==> config.mk <==
export PLATFORM = sky130hd
export DESIGN_NAME = stage_writeback_vl
export DESIGN_NICKNAME = d
export VERILOG_FILES = /design/src/rtl/stage_writeback_vl.sv
export SDC_FILE = /design/constraint.sdc
export NUM_CORES = 1
export LEC_CHECK = 0
export BUFFER_PORTS_ARGS = -buffer_cell sky130_fd_sc_hd__buf_2
export CAP_MARGIN = 20
export CORE_ASPECT_RATIO = 0.75
export CORE_MARGIN = 1.5
export CORE_UTILIZATION = 50
export DETAILED_ROUTE_END_ITERATION = 10
export GPL_TIMING_DRIVEN = 0
export PLACE_DENSITY = 0.88
export SLEW_MARGIN = 15
export SYNTH_ARGS = -nofsm -noshare
export SYNTH_HDL_FRONTEND = slang
export SYNTH_SLANG_ARGS = --single-unit
==> constraint.sdc <==
create_clock -name clk_i -period 3.8 [get_ports clk_i]
set_clock_uncertainty 0.15 [all_clocks]
set_input_delay 0.19 -clock clk_i [delete_from_list [all_inputs] [get_ports clk_i]]
set_output_delay 0.19 -clock clk_i [all_outputs]
set_load 0.01 [all_outputs]
==> src/rtl/stage_writeback_vl.sv <==
// Write-back stage: aligns and extends results, and stalls upstream while a load
// response from variable-latency data memory is outstanding.
module stage_writeback_vl #(
  parameter int          XLEN         = 32,
  parameter int          LOAD_TIMEOUT = 255,
  parameter int          STALL_CNT_W  = 16,
  parameter logic [31:0] NOP_PC       = 32'h0000_0000
) (
  input  logic                       clk_i,
  input  logic                       rst_i,
  input  logic [XLEN-1:0]            dmem_read_data_i,
  input  logic                       dmem_read_valid_i,
  input  logic                       valid_i,
  output logic                       ready_o,
  input  logic [31:0]                pc_i,
  input  logic [31:0]                ir_i,
  input  logic                       load_i,
  input  logic [2:0]                 ma_size_i,
  input  logic [$clog2(XLEN/8)-1:0]  ma_alignment_i,
  input  logic [4:0]                 wb_addr_i,
  input  logic [XLEN-1:0]            wb_data_i,
  input  logic                       wb_valid_i,
  output logic                       empty_async_o,
  output logic [4:0]                 wb_addr_o,
  output logic [XLEN-1:0]            wb_data_o,
  output logic                       wb_valid_o,
  output logic                       load_fault_o,
  output logic [STALL_CNT_W-1:0]     stall_cycles_o
);

  localparam int AW   = $clog2(XLEN/8);
  localparam int TO_W = (LOAD_TIMEOUT > 1) ? $clog2(LOAD_TIMEOUT + 1) : 1;

  typedef enum logic {S_IDLE, S_WAIT} state_t;

  state_t                 state_q, state_d;
  logic [TO_W-1:0]        to_cnt_q, to_cnt_d;
  logic [STALL_CNT_W-1:0] stall_q, stall_d;
  logic [4:0]             wb_addr_q, wb_addr_d;
  logic [XLEN-1:0]        wb_data_q, wb_data_d;
  logic                   wb_valid_q, wb_valid_d;
  logic                   fault_q, fault_d;
  logic [31:0]            hold_pc_q, hold_pc_d;
  logic [31:0]            hold_ir_q, hold_ir_d;
  logic [2:0]             hold_size_q, hold_size_d;
  logic [AW-1:0]          hold_align_q, hold_align_d;
  logic [4:0]             hold_addr_q, hold_addr_d;
  logic                   hold_wbv_q, hold_wbv_d;
  logic                   accept;
  logic                   unused_hold;

  // Shift the addressed bytes down, then sign/zero-extend from the access width.
  function automatic logic [XLEN-1:0] align_extend(input logic [XLEN-1:0] raw,
                                                   input logic [AW-1:0]   align,
                                                   input logic [2:0]      size);
    logic [XLEN-1:0]        shifted;
    logic [XLEN-1:0]        tmp;
    logic signed [XLEN-1:0] stmp;
    int                     n;
    int                     sh;
    logic                   sgn;
    shifted = raw >> {align, 3'b000};
    case (size)
      3'b000:  begin n = 8;  sgn = 1'b1; end
      3'b001:  begin n = 16; sgn = 1'b1; end
      3'b010:  begin n = 32; sgn = 1'b1; end
      3'b100:  begin n = 8;  sgn = 1'b0; end
      3'b101:  begin n = 16; sgn = 1'b0; end
      3'b110:  begin n = 32; sgn = 1'b0; end
      default: begin n = XLEN; sgn = 1'b0; end
    endcase
    sh   = XLEN - n;
    tmp  = shifted << sh;
    stmp = tmp;
    if (sgn) align_extend = stmp >>> sh;
    else     align_extend = tmp >> sh;
  endfunction

  assign ready_o       = (state_q == S_IDLE);
  assign accept        = valid_i & ready_o;
  assign empty_async_o = (state_q == S_IDLE) & (~valid_i | (pc_i == NOP_PC));

  assign wb_addr_o      = wb_addr_q;
  assign wb_data_o      = wb_data_q;
  assign wb_valid_o     = wb_valid_q;
  assign load_fault_o   = fault_q;
  assign stall_cycles_o = stall_q;

  // pc/ir are held for debug visibility only; nothing downstream consumes them.
  assign unused_hold = ^{hold_pc_q, hold_ir_q};

  always_comb begin
    state_d      = state_q;
    to_cnt_d     = to_cnt_q;
    wb_addr_d    = wb_addr_q;
    wb_data_d    = wb_data_q;
    wb_valid_d   = 1'b0;
    fault_d      = 1'b0;
    hold_pc_d    = hold_pc_q;
    hold_ir_d    = hold_ir_q;
    hold_size_d  = hold_size_q;
    hold_align_d = hold_align_q;
    hold_addr_d  = hold_addr_q;
    hold_wbv_d   = hold_wbv_q;
    stall_d      = stall_q;

    if (!ready_o && (stall_q != {STALL_CNT_W{1'b1}})) begin
      stall_d = stall_q + 1'b1;
    end

    case (state_q)
      S_IDLE: begin
        if (accept) begin
          if (!load_i || dmem_read_valid_i) begin
            wb_data_d  = align_extend(load_i ? dmem_read_data_i : wb_data_i,
                                      ma_alignment_i, ma_size_i);
            wb_addr_d  = wb_addr_i;
            wb_valid_d = wb_valid_i & (wb_addr_i != 5'd0);
          end else begin
            hold_pc_d    = pc_i;
            hold_ir_d    = ir_i;
            hold_size_d  = ma_size_i;
            hold_align_d = ma_alignment_i;
            hold_addr_d  = wb_addr_i;
            hold_wbv_d   = wb_valid_i;
            to_cnt_d     = '0;
            state_d      = S_WAIT;
          end
        end
      end
      S_WAIT: begin
        if (dmem_read_valid_i) begin
          wb_data_d  = align_extend(dmem_read_data_i, hold_align_q, hold_size_q);
          wb_addr_d  = hold_addr_q;
          wb_valid_d = hold_wbv_q & (hold_addr_q != 5'd0);
          state_d    = S_IDLE;
        end else if ((LOAD_TIMEOUT != 0) && (to_cnt_q == TO_W'(LOAD_TIMEOUT - 1))) begin
          // This cycle would bring the count to the limit: give up on the load.
          fault_d = 1'b1;
          state_d = S_IDLE;
        end else begin
          to_cnt_d = to_cnt_q + TO_W'(1);
        end
      end
      default: state_d = S_IDLE;
    endcase
  end

  always_ff @(posedge clk_i) begin
    if (rst_i) begin
      state_q      <= S_IDLE;
      to_cnt_q     <= '0;
      stall_q      <= '0;
      wb_addr_q    <= '0;
      wb_data_q    <= '0;
      wb_valid_q   <= 1'b0;
      fault_q      <= 1'b0;
      hold_pc_q    <= '0;
      hold_ir_q    <= '0;
      hold_size_q  <= '0;
      hold_align_q <= '0;
      hold_addr_q  <= '0;
      hold_wbv_q   <= 1'b0;
    end else begin
      state_q      <= state_d;
      to_cnt_q     <= to_cnt_d;
      stall_q      <= stall_d;
      wb_addr_q    <= wb_addr_d;
      wb_data_q    <= wb_data_d;
      wb_valid_q   <= wb_valid_d;
      fault_q      <= fault_d;
      hold_pc_q    <= hold_pc_d;
      hold_ir_q    <= hold_ir_d;
      hold_size_q  <= hold_size_d;
      hold_align_q <= hold_align_d;
      hold_addr_q  <= hold_addr_d;
      hold_wbv_q   <= hold_wbv_d;
    end
  end

endmodule

== Word level (Yosys, flattened, before mapping) ==
Index checks and enable logic that the tools add are counted.
Word-level totals
  input bits: 144
  bits in registers: 75
Cells by class
  bitwise gates (word level): 8
  multiplexer cells: 40
  eq/ne operators: 16
  reductions and logical operators: 18
  shift-type cells: 8
  add/sub/neg operators: 4
Operators with widths (count)
  32-bit two-way mux: 11
  32-bit one-hot mux with 2 select lines: 1
  32-bit by 32-bit left shift with 32-bit output: 2
  32-bit by 32-bit right shift with 32-bit output: 2
  32-bit by 5-bit right shift with 32-bit output: 2
  32-bit by 32-bit >>> shifter with 32-bit output: 2
  7-bit by 32-bit subtractor with 32-bit output (first input constant): 2
  32-bit zero test: 1
  8-bit two-way mux: 4
  6-bit one-hot mux with 2 select lines: 2
  16-bit by 1-bit adder with 16-bit output (second input constant): 1
  16-bit != test (second input constant): 1
  8-bit one-hot mux with 2 select lines: 1
  1-bit two-way mux: 15
  5-bit two-way mux: 3
  3-bit equality test (second input constant): 4
  5-bit one-hot mux with 2 select lines: 1
  5-bit nonzero test: 2
  3-bit OR reduction: 3
  8-bit by 1-bit adder with 8-bit output (second input constant): 1
  8-bit equality test (second input constant): 1
  2-bit != test (second input constant): 4
  2-bit OR reduction: 4
  3-bit by 1-bit equality test with 1-bit output (second input constant): 2
  other kinds (12): 22

== Depth between registers and ports, before layout ==
Gate-level depths: netlist (run 1).
  depth in word-level cells: 13
  gate-level depth with buffers: 12
  depth with buffers taken out: 10

== Least setup slack after synthesis (run 1) ==
OpenSTA, ideal clock, no wires.
  path kind: input-to-reg
  start: input port ma_size_i[1]
  end: register wb_data_q[27], in the netlist wb_data_o[27]
  library setup time: 74 ps
  path slack: 732 ps
  stages on the path: 11
  arrival: 2844 ps
  path buffers: 2
  cell sequence: clkbuf_1 -> or2_2 -> ha_1 -> ha_1 -> or4b_2 -> clkbuf_1 -> nor4_1 -> a21oi_1 -> nor2_1 -> o31ai_1 -> a31oi_1
On the way
  cells in the longest elaborated chain, start to end: 13
Ends and longest elaborated chain
  start: declaration: RTL line 18  | input logic [2:0] ma_size_i,
  3-bit by 1-bit equality test with 1-bit output (tied with other cells): RTL line 63  | case (size)
  2-bit OR reduction (no source line)
  6-bit one-hot mux with 2 select lines: RTL line 63
  32-bit two-way mux: RTL line 114  | if (!load_i || dmem_read_valid_i) begin
  32-bit two-way mux: RTL line 113  | if (accept) begin
  32-bit two-way mux: RTL line 111  | case (state_q)
  7-bit by 32-bit subtractor with 32-bit output: RTL line 72  | sh = XLEN - n;
  32-bit by 32-bit left shift with 32-bit output: RTL line 73  | tmp = shifted << sh;
  32-bit by 32-bit right shift with 32-bit output / 32-bit by 32-bit >>> shifter with 32-bit output (equally long branches): RTL line 76, 75
  32-bit two-way mux *: RTL line 75  | if (sgn) align_extend = stmp >>> sh;
  32-bit two-way mux *: RTL line 114
  32-bit two-way mux *: RTL line 113
  32-bit one-hot mux with 2 select lines *: RTL line 111
  end signal: assignment: RTL line 169  | wb_data_q <= wb_data_d;
  end: declaration: RTL line 40  | logic [XLEN-1:0] wb_data_q, wb_data_d;
Every way passes the cells marked *; elsewhere a longest branch is shown, timed or not. The select of a mux whose other input is x is not followed.
A chain may end at the register's enable or synchronous reset.

== Worst setup path in the final report (run 1) ==
  start: input port ma_size_i[1]
  end: register wb_data_q[26], in the netlist wb_data_o[26]
Same word-level chain as after synthesis.

==> impl_metrics.csv, run 1 <==
group,metric,value,unit
placed_design,dp_slack,182,ps
worst_setup_path,cpMaxStageDelayCell,"or4b_2",
synthesis,ys_ff_latch,75,
hold_path,hold_path.class,"input port to register",
worst_setup_path,crit_path_start,"ma_size_i[1]",
floorplanning,core-area,10900,µm²
clocking,clockBufferDepth,2,
worst_setup_path,ff2ff_setup_slack,400,ps
synthesis,syn_inst,720,
run_status,status,"finished clean",
route,wirelength,22.2,mm
clocking,cts_buffers,9,
placed_design,io_buffers,164,
route,vias,6822,
sta,finalWorstSetupSlack,371,ps
worst_setup_path,cp.depth,11,
global_routing,grt_overflow,0,
synthesis,synth_flop_cell,"dfxtp_1",
worst_setup_path,r2r_start,"hold_size_q[0]$_SDFFE_PP0P_",
route,routedWlPerCell,21.2,µm
clocking,clk_pin_slew,60,ps
clocking,clk_latency,340,ps
global_routing,antenna_found_initial,0,
clocking,cts_resized,0,
worst_setup_path,cp_max_fo,9,
worst_setup_path,critPathCapture,"wb_data_o[26]$_SDFFE_PP0P_",
synthesis,synth_area_leaders,"dfxtp_1, mux2i_1, nor2_1",
sta,maxSlewHeadroom,40.2,%
pwr,intPower,1.55,mW
pwr,power_leakage,2.86,nW
floorplanning,num_rows,33,
worst_setup_path,crit_family,"simple AND/OR/NAND/NOR gates",
global_routing,grt_pass1_vias,6115,
synthesis,yosysWarnings,0,
route,ant_nets,0,
pwr,p_per_area,334,nW/µm²
final_layout,design_area,6990,µm²
final_layout,final_nets,1056,
route,first_pass_iters,7,
sta,hold_slack,1.55,ps
sta,tightest_slew,894,ps
final_layout,layoutNonFillerInstCount,1047,
worst_setup_path,r2r_end,"wb_data_o[7]$_SDFFE_PP0P_",
final_layout,final_util,63.9,%
global_routing,grt_pass1_wl,32.5,mm
placed_design,postPlaceCellArea,6630,µm²
placed_design,placed_cells_incl_taps,1024,
floorplanning,pin_count,201,
synthesis,synth_area_leader_cell,"dfxtp_1",
floorplanning,die_width,126,µm
sta,hold_viol,0,
worst_setup_path,cp_slowest_stage_delay,620,ps
route,drc,0,
final_layout,fillCellCount,962,
synthesis,synth_top_area_share,26.7,%
global_routing,grt_util_all_layers,35.8,%
final_layout,ff_latch_area,1500,µm²
worst_setup_path,crit_chain,"clkbuf_1, or2_2, ha_1, ha_1, or4b_2, clkbuf_1, nor4_1, a21oi_1, nor2_1, o21ai_0, a31oi_1",
pwr,clock_power_share,34.8,%
floorplanning,die_h,94.9,µm
synthesis,yosysSeqAreaShare,26.7,%
synthesis,synth_area,5630,µm²
final_layout,syn2layout_area_growth,24.2,%
sta,rsz0062_at_grt,"no",
sta,fin_crit,3430,ps
synthesis,syn_area_per_cell,7.82,µm²
synthesis,synth_edf_count,0,
pwr,p_sw,787,µW
sta,slew_viol_final,0,
final_layout,antenna_cells,0,
synthesis,async_flop_share,0,%
clocking,htreeDepth,3,
pwr,p_total,2.34,mW
placed_design,hpwl,17.2,mm
route,routed_via_density,6.52,
final_layout,multi_input_area,3870,µm²
pwr,power.share.sequential,36.4,%
worst_setup_path,critical_path_class,"input port to register",
worst_setup_path,end_kind,"register",
route,drt_iter0_drc,987,
worst_setup_path,crit_required,3910,ps
worst_setup_path,r2r_cells,9,
pwr,ir_drop,0.251,mV
synthesis,synth_nets,873,
clocking,cts_tree,"yes",
floorplanning,die-area,11900,µm²
sta,min_period_over_period,90.2,%
synthesis,synth_cell_type_count,68,
pwr,p_sw_share,33.7,%
worst_setup_path,critPathLaunchType,"input port",
worst_setup_path,cp_num_buf_inv,2,
global_routing,grt_max_degree,13,
pwr,pwr-share-comb,28.8,%
sta,setup_viol,0,
job,cap_violations,0,
sta,fin_tns_setup,0,ps
final_layout,drive_gt1_share,25.1,%
clocking,clockRootBuffer,"clkbuf_16",
worst_setup_path,critPathArrivalTime,3540,ps
clocking,cts_sinks,75,
sta,fmax,292,MHz
placed_design,place_congestion,1.03,
floorplanning,initial_core_util,51.5,%
-- layout make-up --
class | instances | area share, %
multi-input combinational | 585 | 55.4
tap | 140 | 2.50
buffer | 49 | 3.17
sequential | 75 | 21.5
inverter | 11 | 0.590
timing repair buffer | 172 | 12.9
clock inverter | 4 | 0.376
clock buffer | 11 | 3.61
-- power by group through the flow --
| stage | combinational [mW] | sequential, mW | clock (mW) |
|---|---|---|---|
| final | 0.674 | 0.850 | 0.813 |
| after global placement | 0.625 | 0.865 | 0 |
| after floorplan | 0.370 | 0.876 | 0 |
| after CTS | 0.641 | 0.849 | 0.809 |
| after global routing | 0.709 | 0.853 | 0.839 |
| after detailed placement | 0.630 | 0.866 | 0 |
-- state kept, by name, indices dropped and copies added (netlist names) --
name	flops
hold_wbv_q	1
hold_addr_q	5
wb_data_o	32
load_fault_o	1
wb_addr_o	5
state_q	1
wb_valid_o	1
stall_cycles_o	16
hold_align_q	2
hold_size_q	3
to_cnt_q	8
-- tightest hold or removal path, delay by kind of cell --
kind            cells  cell delay, ps
buf+inv             1             130
compound gates      1              60
simple gates        1              60
-- Yosys cell counts (9+ instances only) --
cell       n
nor2b_1   10
dfxtp_1   75
nor4_1    12
mux2i_1   46
nor2_1    97
clkbuf_1  32
nor3_1    21
ha_1       9
inv_1     10
nand4_1   10
and2_1    11
a31oi_1   16
o21ai_0   53
mux4_2    11
a311oi_1   9
o21bai_1   9
nand2_1   63
nand3_1   13
xor2_1    14
o22ai_1    9
nand2b_1  14
mux2_2    16
a21oi_1   37
a211oi_1  17
-- worst min path at each step --
stage                                 start                          end  slack (ps)  cells past startpoint
finish                 dmem_read_data_i[27]   wb_data_o[27]$_SDFFE_PP0P_           2                      3
global route           dmem_read_data_i[25]   wb_data_o[25]$_SDFFE_PP0P_          20                      3
CTS                    dmem_read_data_i[25]   wb_data_o[25]$_SDFFE_PP0P_           3                      3
detailed placement             wb_addr_i[3]  hold_addr_q[3]$_SDFFE_PP0P_         310                      3
global placement    hold_wbv_q$_SDFFE_PP0P_      hold_wbv_q$_SDFFE_PP0P_         300                      2
floorplan                        wb_valid_i      hold_wbv_q$_SDFFE_PP0P_         180                      2
-- placed cells by master (no fill, tap or decap), drive strengths merged, types with 17 or more instances in the layout --
cell,count
clkbuf,43
nor3,22
a211oi,17
mux2i,46
nand2,63
nor2,97
a21oi,38
buf,181
o21ai,54
dfxtp,75
-- cell families (layout without fill, tap and decap cells) --
kind of cell,after synthesis,in the layout,share of synthesized area (%)
compound gates,201,201,23.3
xor+xnor,17,17,2.64
fa+ha+maj,9,9,2.00
buf+inv,60,247,4.66
flops,75,75,26.7
mux,74,74,16.2
simple gates,284,284,24.5
-- what timing repair did --
item	4_1_cts	5_1_grt
setup buffers	0	0
hold buffers	8	0
hold endpoints to repair	8	0
-- per-layer routing --
metal,share of wire [%],vias up,GRT usage (%)
li1,-,3056,-
met1,41,3145,47.7
met2,42,548,53.5
met3,14,73,11.8
met4,3.2,0,14.3
met5,0,-,0
No activity file was read; power rests on OpenSTA's default activity.
==> run 2: changes to the inputs <==
--- a/config.mk
+++ b/config.mk
@@ -9,10 +9,10 @@
 export CAP_MARGIN = 20
 export CORE_ASPECT_RATIO = 0.75
 export CORE_MARGIN = 1.5
-export CORE_UTILIZATION = 50
+export CORE_UTILIZATION = 51
 export DETAILED_ROUTE_END_ITERATION = 10
 export GPL_TIMING_DRIVEN = 0
-export PLACE_DENSITY = 0.88
+export PLACE_DENSITY = 0.9
 export SLEW_MARGIN = 15
 export SYNTH_ARGS = -nofsm -noshare
 export SYNTH_HDL_FRONTEND = slang
==> impl_metrics.csv, run 2 (synthesized netlist as in run 1, its figures left out) <==
group,metric,value,unit
run_status,status,"finished clean",
final_layout,largest_reg_flops,32,
worst_setup_path,critPathLaunchType,"input port",
clocking,cts_buffers,9,
sta,rsz0062_at_grt,"no",
floorplanning,die_h,94.0,µm
final_layout,drive_gt1_share,25.1,%
hold_path,min_path_cells,3,
sta,slew_viol_final,0,
route,routed_via_density,6.47,
route,wirelength,22.0,mm
final_layout,antenna_cells,0,
final_layout,layoutNonFillerInstCount,1048,
sta,hold_viol,0,
worst_setup_path,cp_slowest_stage_delay,610,ps
global_routing,antenna_found_initial,0,
global_routing,grt_util_all_layers,36.8,%
final_layout,final_common_cell,"buf_2",
floorplanning,num_rows,33,
global_routing,grt_use_met1,49.3,%
final_layout,syn2layout_area_growth,24.9,%
worst_setup_path,critPathArrivalTime,3570,ps
sta,fin_crit,3450,ps
floorplanning,die-area,11700,µm²
job,cap_violations,0,
sta,setup_viol,0,
clocking,clk_pin_slew,70,ps
worst_setup_path,end_kind,"register",
sta,min_period_over_period,90.9,%
pwr,p_sw,802,µW
sta,maxSlewHeadroom,39.6,%
clocking,cts_tree,"yes",
placed_design,place_congestion,1.06,
worst_setup_path,ff2ff_setup_slack,400,ps
worst_setup_path,cp_max_fo,9,
worst_setup_path,r2r_cells,9,
global_routing,met3_usage,13.2,%
worst_setup_path,crit_chain,"clkbuf_1, or2_2, ha_1, ha_1, or4b_2, clkbuf_1, nor4_1, a21oi_1, nor2_1, o21ai_0, a31oi_1",
final_layout,final_cell_mix,"buf_2, nor2_1, dfxtp_1, nand2_1, o21ai_0",
pwr,clock_power_share,37.9,%
sta,tightest_slew,904,ps
pwr,ir_drop,0.238,mV
global_routing,grt_pass1_vias,6281,
route,first_pass_iters,6,
worst_setup_path,crit_path_start,"ma_size_i[1]",
hold_path,hold_path.class,"input port to register",
route,routedWlPerCell,21.0,µm
global_routing,grt_overflow,0,
route,vias,6777,
clocking,clockRootBuffer,"clkbuf_16",
floorplanning,pin_count,201,
pwr,p_sw_share,32.7,%
sta,fin_tns_setup,0,ps
floorplanning,initial_core_util,51.9,%
floorplanning,core-area,10900,µm²
clocking,clockBufferDepth,2,
pwr,intPower,1.65,mW
clocking,clk_latency,340,ps
clocking,post_cts_buffers,0,
clocking,htreeDepth,3,
final_layout,final_nets,1056,
global_routing,grt_util_met2,54.4,%
route,drc,0,
global_routing,grt_max_degree,14,
worst_setup_path,crit_required,3920,ps
placed_design,placed_cells_incl_taps,1024,
floorplanning,die_width,124,µm
clocking,cts_resized,0,
hold_path,holdPathEnd,"wb_data_o[25]$_SDFFE_PP0P_",
pwr,p_per_area,349,nW/µm²
clocking,postCtsHoldBufs,8,
pwr,power.share.sequential,34.6,%
route,ant_nets,0,
pwr,pwr-share-comb,27.4,%
worst_setup_path,r2r_end,"wb_data_o[17]$_SDFFE_PP0P_",
hold_path,hp-start,"dmem_read_data_i[25]",
global_routing,grt_pass1_wl,33.2,mm
worst_setup_path,r2r_start,"hold_size_q[0]$_SDFFE_PP0P_",
placed_design,io_buffers,164,
route,drt_iter0_drc,854,
pwr,power_leakage,2.88,nW
final_layout,final_util,64.8,%
worst_setup_path,cpMaxStageDelayCell,"or4b_2",
global_routing,grt.busiest_layer,"met2",
placed_design,hpwl,17.2,mm
worst_setup_path,critical_path_class,"input port to register",
clocking,cts_sinks,75,
sta,fmax,289,MHz
[run 2: cell types whose count changed in the layout (fill, tap and decap cells not counted)]
cell / change
clkinv_2: -1
clkinv_4: +1
clkbuf_8: -2
bufinv_16: +2
clkbuf_1: +1
[run 2: power by group through the flow]
stage	Sequential (mW)	Clock, mW	Combinational [mW]
2_1_floorplan	0.876	0	0.370
3_3_place_gp	0.865	0	0.624
3_5_place_dp	0.866	0	0.631
4_1_cts	0.849	0.925	0.641
5_1_grt	0.853	0.959	0.713
6_report	0.850	0.931	0.674
[run 2: cell type report]
type / count / area (µm²)
clock buffers: 10 / 229
repair buffers: 172 / 901
plain buffers: 49 / 221
well taps: 140 / 175
fillers: 958 / 3820
inverters: 11 / 41.3
multi-input cells: 585 / 3870
clock inverters: 6 / 90.1
flip-flops and latches: 75 / 1500
[run 2: routing by layer]
layer,part of all wire (%),up-vias
met5,0,-
met4,3.9,0
met3,14,92
met2,41,527
met1,41,3111
li1,-,3047
[run 2: metrics by stage]
| step | hold WS [ps] | setup WS, ps | cell area [µm²] | total power, mW |
|---|---|---|---|---|
| 2_1_floorplan | 176 | 732 | 5630 | 1.25 |
| 3_3_place_gp | 297 | 191 | 6630 | 1.49 |
| 3_5_place_dp | 306 | 177 | 6630 | 1.50 |
| 4_1_cts | 3.65 | 228 | 7030 | 2.42 |
| 5_1_grt | 12.5 | 239 | 7030 | 2.52 |
| 6_report | 11.3 | 345 | 7030 | 2.45 |
[run 2: critical path: cells and delay by family]
kind	cells	cell delay (ps)
compound gates	3	580
fa+ha+maj	2	700
buf+inv	2	420
simple gates	4	1660
[run 2: worst max-delay path by stage]
stage | slack [ps] | endpoint | cells after the start
after floorplan | 730 | wb_data_o[27]$_SDFFE_PP0P_ | 11
after detailed placement | 180 | wb_data_o[29]$_SDFFE_PP0P_ | 11
after global placement | 190 | wb_data_o[26]$_SDFFE_PP0P_ | 11
after CTS | 230 | wb_data_o[12]$_SDFFE_PP0P_ | 9
final | 350 | wb_data_o[26]$_SDFFE_PP0P_ | 11
after global routing | 240 | wb_data_o[26]$_SDFFE_PP0P_ | 11
==> run 3: changes to the inputs <==
--- a/config.mk
+++ b/config.mk
@@ -11,7 +11,6 @@
 export CORE_MARGIN = 1.5
 export CORE_UTILIZATION = 51
 export DETAILED_ROUTE_END_ITERATION = 10
-export GPL_TIMING_DRIVEN = 0
 export PLACE_DENSITY = 0.9
 export SLEW_MARGIN = 15
 export SYNTH_ARGS = -nofsm -noshare
==> impl_metrics.csv, run 3 (synthesized netlist as in run 1, its figures left out) <==
group,metric,value,unit
run_status,status,"finished clean",
pwr,p_total,2.25,mW
worst_setup_path,cp_max_fo,8,
job,cap_violations,0,
clocking,clockBufferDepth,2,
pwr,clock_power_share,33.3,%
final_layout,fillCellCount,943,
final_layout,final_nets,1027,
global_routing,grt_pass1_wl,29.9,mm
global_routing,grt_overflow,0,
global_routing,antenna_found_initial,0,
placed_design,place_congestion,1.02,
sta,tightest_slew,1050,ps
worst_setup_path,end_kind,"register",
floorplanning,initial_core_util,51.9,%
floorplanning,core-area,10900,µm²
pwr,power_leakage,2.86,nW
route,ant_nets,0,
clocking,clk_latency,330,ps
sta,min_period_over_period,85.1,%
sta,maxSlewHeadroom,29.9,%
floorplanning,pin_count,201,
final_layout,final_common_cell,"buf_2",
final_layout,drive_gt1_share,27.4,%
pwr,pwr-share-comb,28.8,%
clocking,cts_buffers,9,
global_routing,grt_util_all_layers,32.5,%
route,routedWlPerCell,19.0,µm
route,vias,6434,
placed_design,io_buffers,168,
hold_path,hold_path.class,"input port to register",
pwr,p_per_area,327,nW/µm²
floorplanning,die-area,11700,µm²
sta,fin_tns_setup,0,ps
route,first_pass_iters,5,
pwr,intPower,1.51,mW
clocking,post_cts_buffers,0,
sta,rsz0062_at_grt,"no",
route,routed_via_density,6.33,
clocking,clockRootBuffer,"clkbuf_16",
sta,setup_viol,0,
floorplanning,num_rows,33,
floorplanning,die_h,94.0,µm
clocking,htreeDepth,3,
placed_design,hpwl,14.8,mm
clocking,cts_resized,0,
pwr,power.share.sequential,37.8,%
route,drc,0,
final_layout,antenna_cells,0,
route,drt_iter0_drc,703,
clocking,clk_pin_slew,60,ps
sta,hold_viol,0,
final_layout,final_cell_mix,"buf_2, nor2_1, dfxtp_1, nand2_1, o21ai_0",
global_routing,grt_pass1_vias,5771,
route,wirelength,19.3,mm
worst_setup_path,crit_required,3910,ps
worst_setup_path,critPathLaunchType,"input port",
clocking,cts_tree,"yes",
sta,fmax,309,MHz
floorplanning,die_width,124,µm
final_layout,largest_reg_flops,32,
global_routing,grt_max_degree,42,
clocking,cts_sinks,75,
pwr,p_sw_share,32.7,%
worst_setup_path,critical_path_class,"input port to register",
worst_setup_path,critPathArrivalTime,3340,ps
sta,fin_crit,3230,ps
final_layout,syn2layout_area_growth,22.1,%
pwr,ir_drop,0.232,mV
sta,slew_viol_final,0,
pwr,p_sw,736,µW
==> run 3: final cells by class <==
type                       instances  area, µm²  area share (%)
multi-input combinational        585       3880            56.3
clock inverter                     4       20.0           0.291
timing repair buffer             192       1040            15.1
clock buffer                      10        229            3.33
tap                              140        175            2.55
sequential                        75       1500            21.8
inverter                          11       41.3           0.600
==> run 3: metal layers <==
metal | share of wire, % | wire length (µm) | GRT usage (%) | vias up
met5 | 0 | 0 | 0 | -
met4 | 2.9 | 553 | 10.4 | 0
met3 | 13 | 2580 | 9.68 | 56
met2 | 43 | 8290 | 50.5 | 461
met1 | 41 | 7910 | 43.4 | 2935
li1 | - | - | - | 2982
==> run 3: power groups by stage <==
stage,Clock [mW],Sequential [mW],Combinational (mW)
after floorplan,0,0.876,0.370
after global placement,0,0.866,0.614
after detailed placement,0,0.867,0.621
after CTS,0.756,0.850,0.629
after global routing,0.795,0.855,0.694
final,0.750,0.851,0.648
==> run 3: worst paths after layout <==
path	start	to	slack, ps	cells after the start
hold / removal	dmem_read_data_i[27]	wb_data_o[27]$_SDFFE_PP0P_	10	3
setup reg to reg	hold_size_q[0]$_SDFFE_PP0P_	wb_data_o[7]$_SDFFE_PP0P_	640	9
setup / recovery	ma_size_i[0]	wb_data_o[26]$_SDFFE_PP0P_	570	10
hold reg to reg	hold_wbv_q$_SDFFE_PP0P_	hold_wbv_q$_SDFFE_PP0P_	320	2
==> run 3: per-stage QoR <==
stage                     util, %  area, µm²  instances  worst slack, ps  hold slack [ps]
after global placement       60.5       6570        997              438              296
after CTS                    63.3       6880       1017              663            0.887
after global routing         63.3       6880       1017              410             13.4
after detailed placement     60.5       6570        997              300              313
final                        63.3       6880       1017              566             13.1
after floorplan                 -       5630        720              732              176
==> run 3: what timing repair did <==
| item | CTS | global route |
|---|---|---|
| endpoints found under the setup margin | 0 | 0 |
| endpoints found under the hold margin | 6 | 0 |
| hold buffers | 6 | 0 |
==> run 3: worst max-delay path, stage by stage <==
cell,delay (ps)
buf_2,140
or2_2,310
ha_1,240
ha_1,430
or4b_2,770
nor4_1,310
a21oi_1,130
nor2_1,420
o21ai_0,210
a31oi_1,190
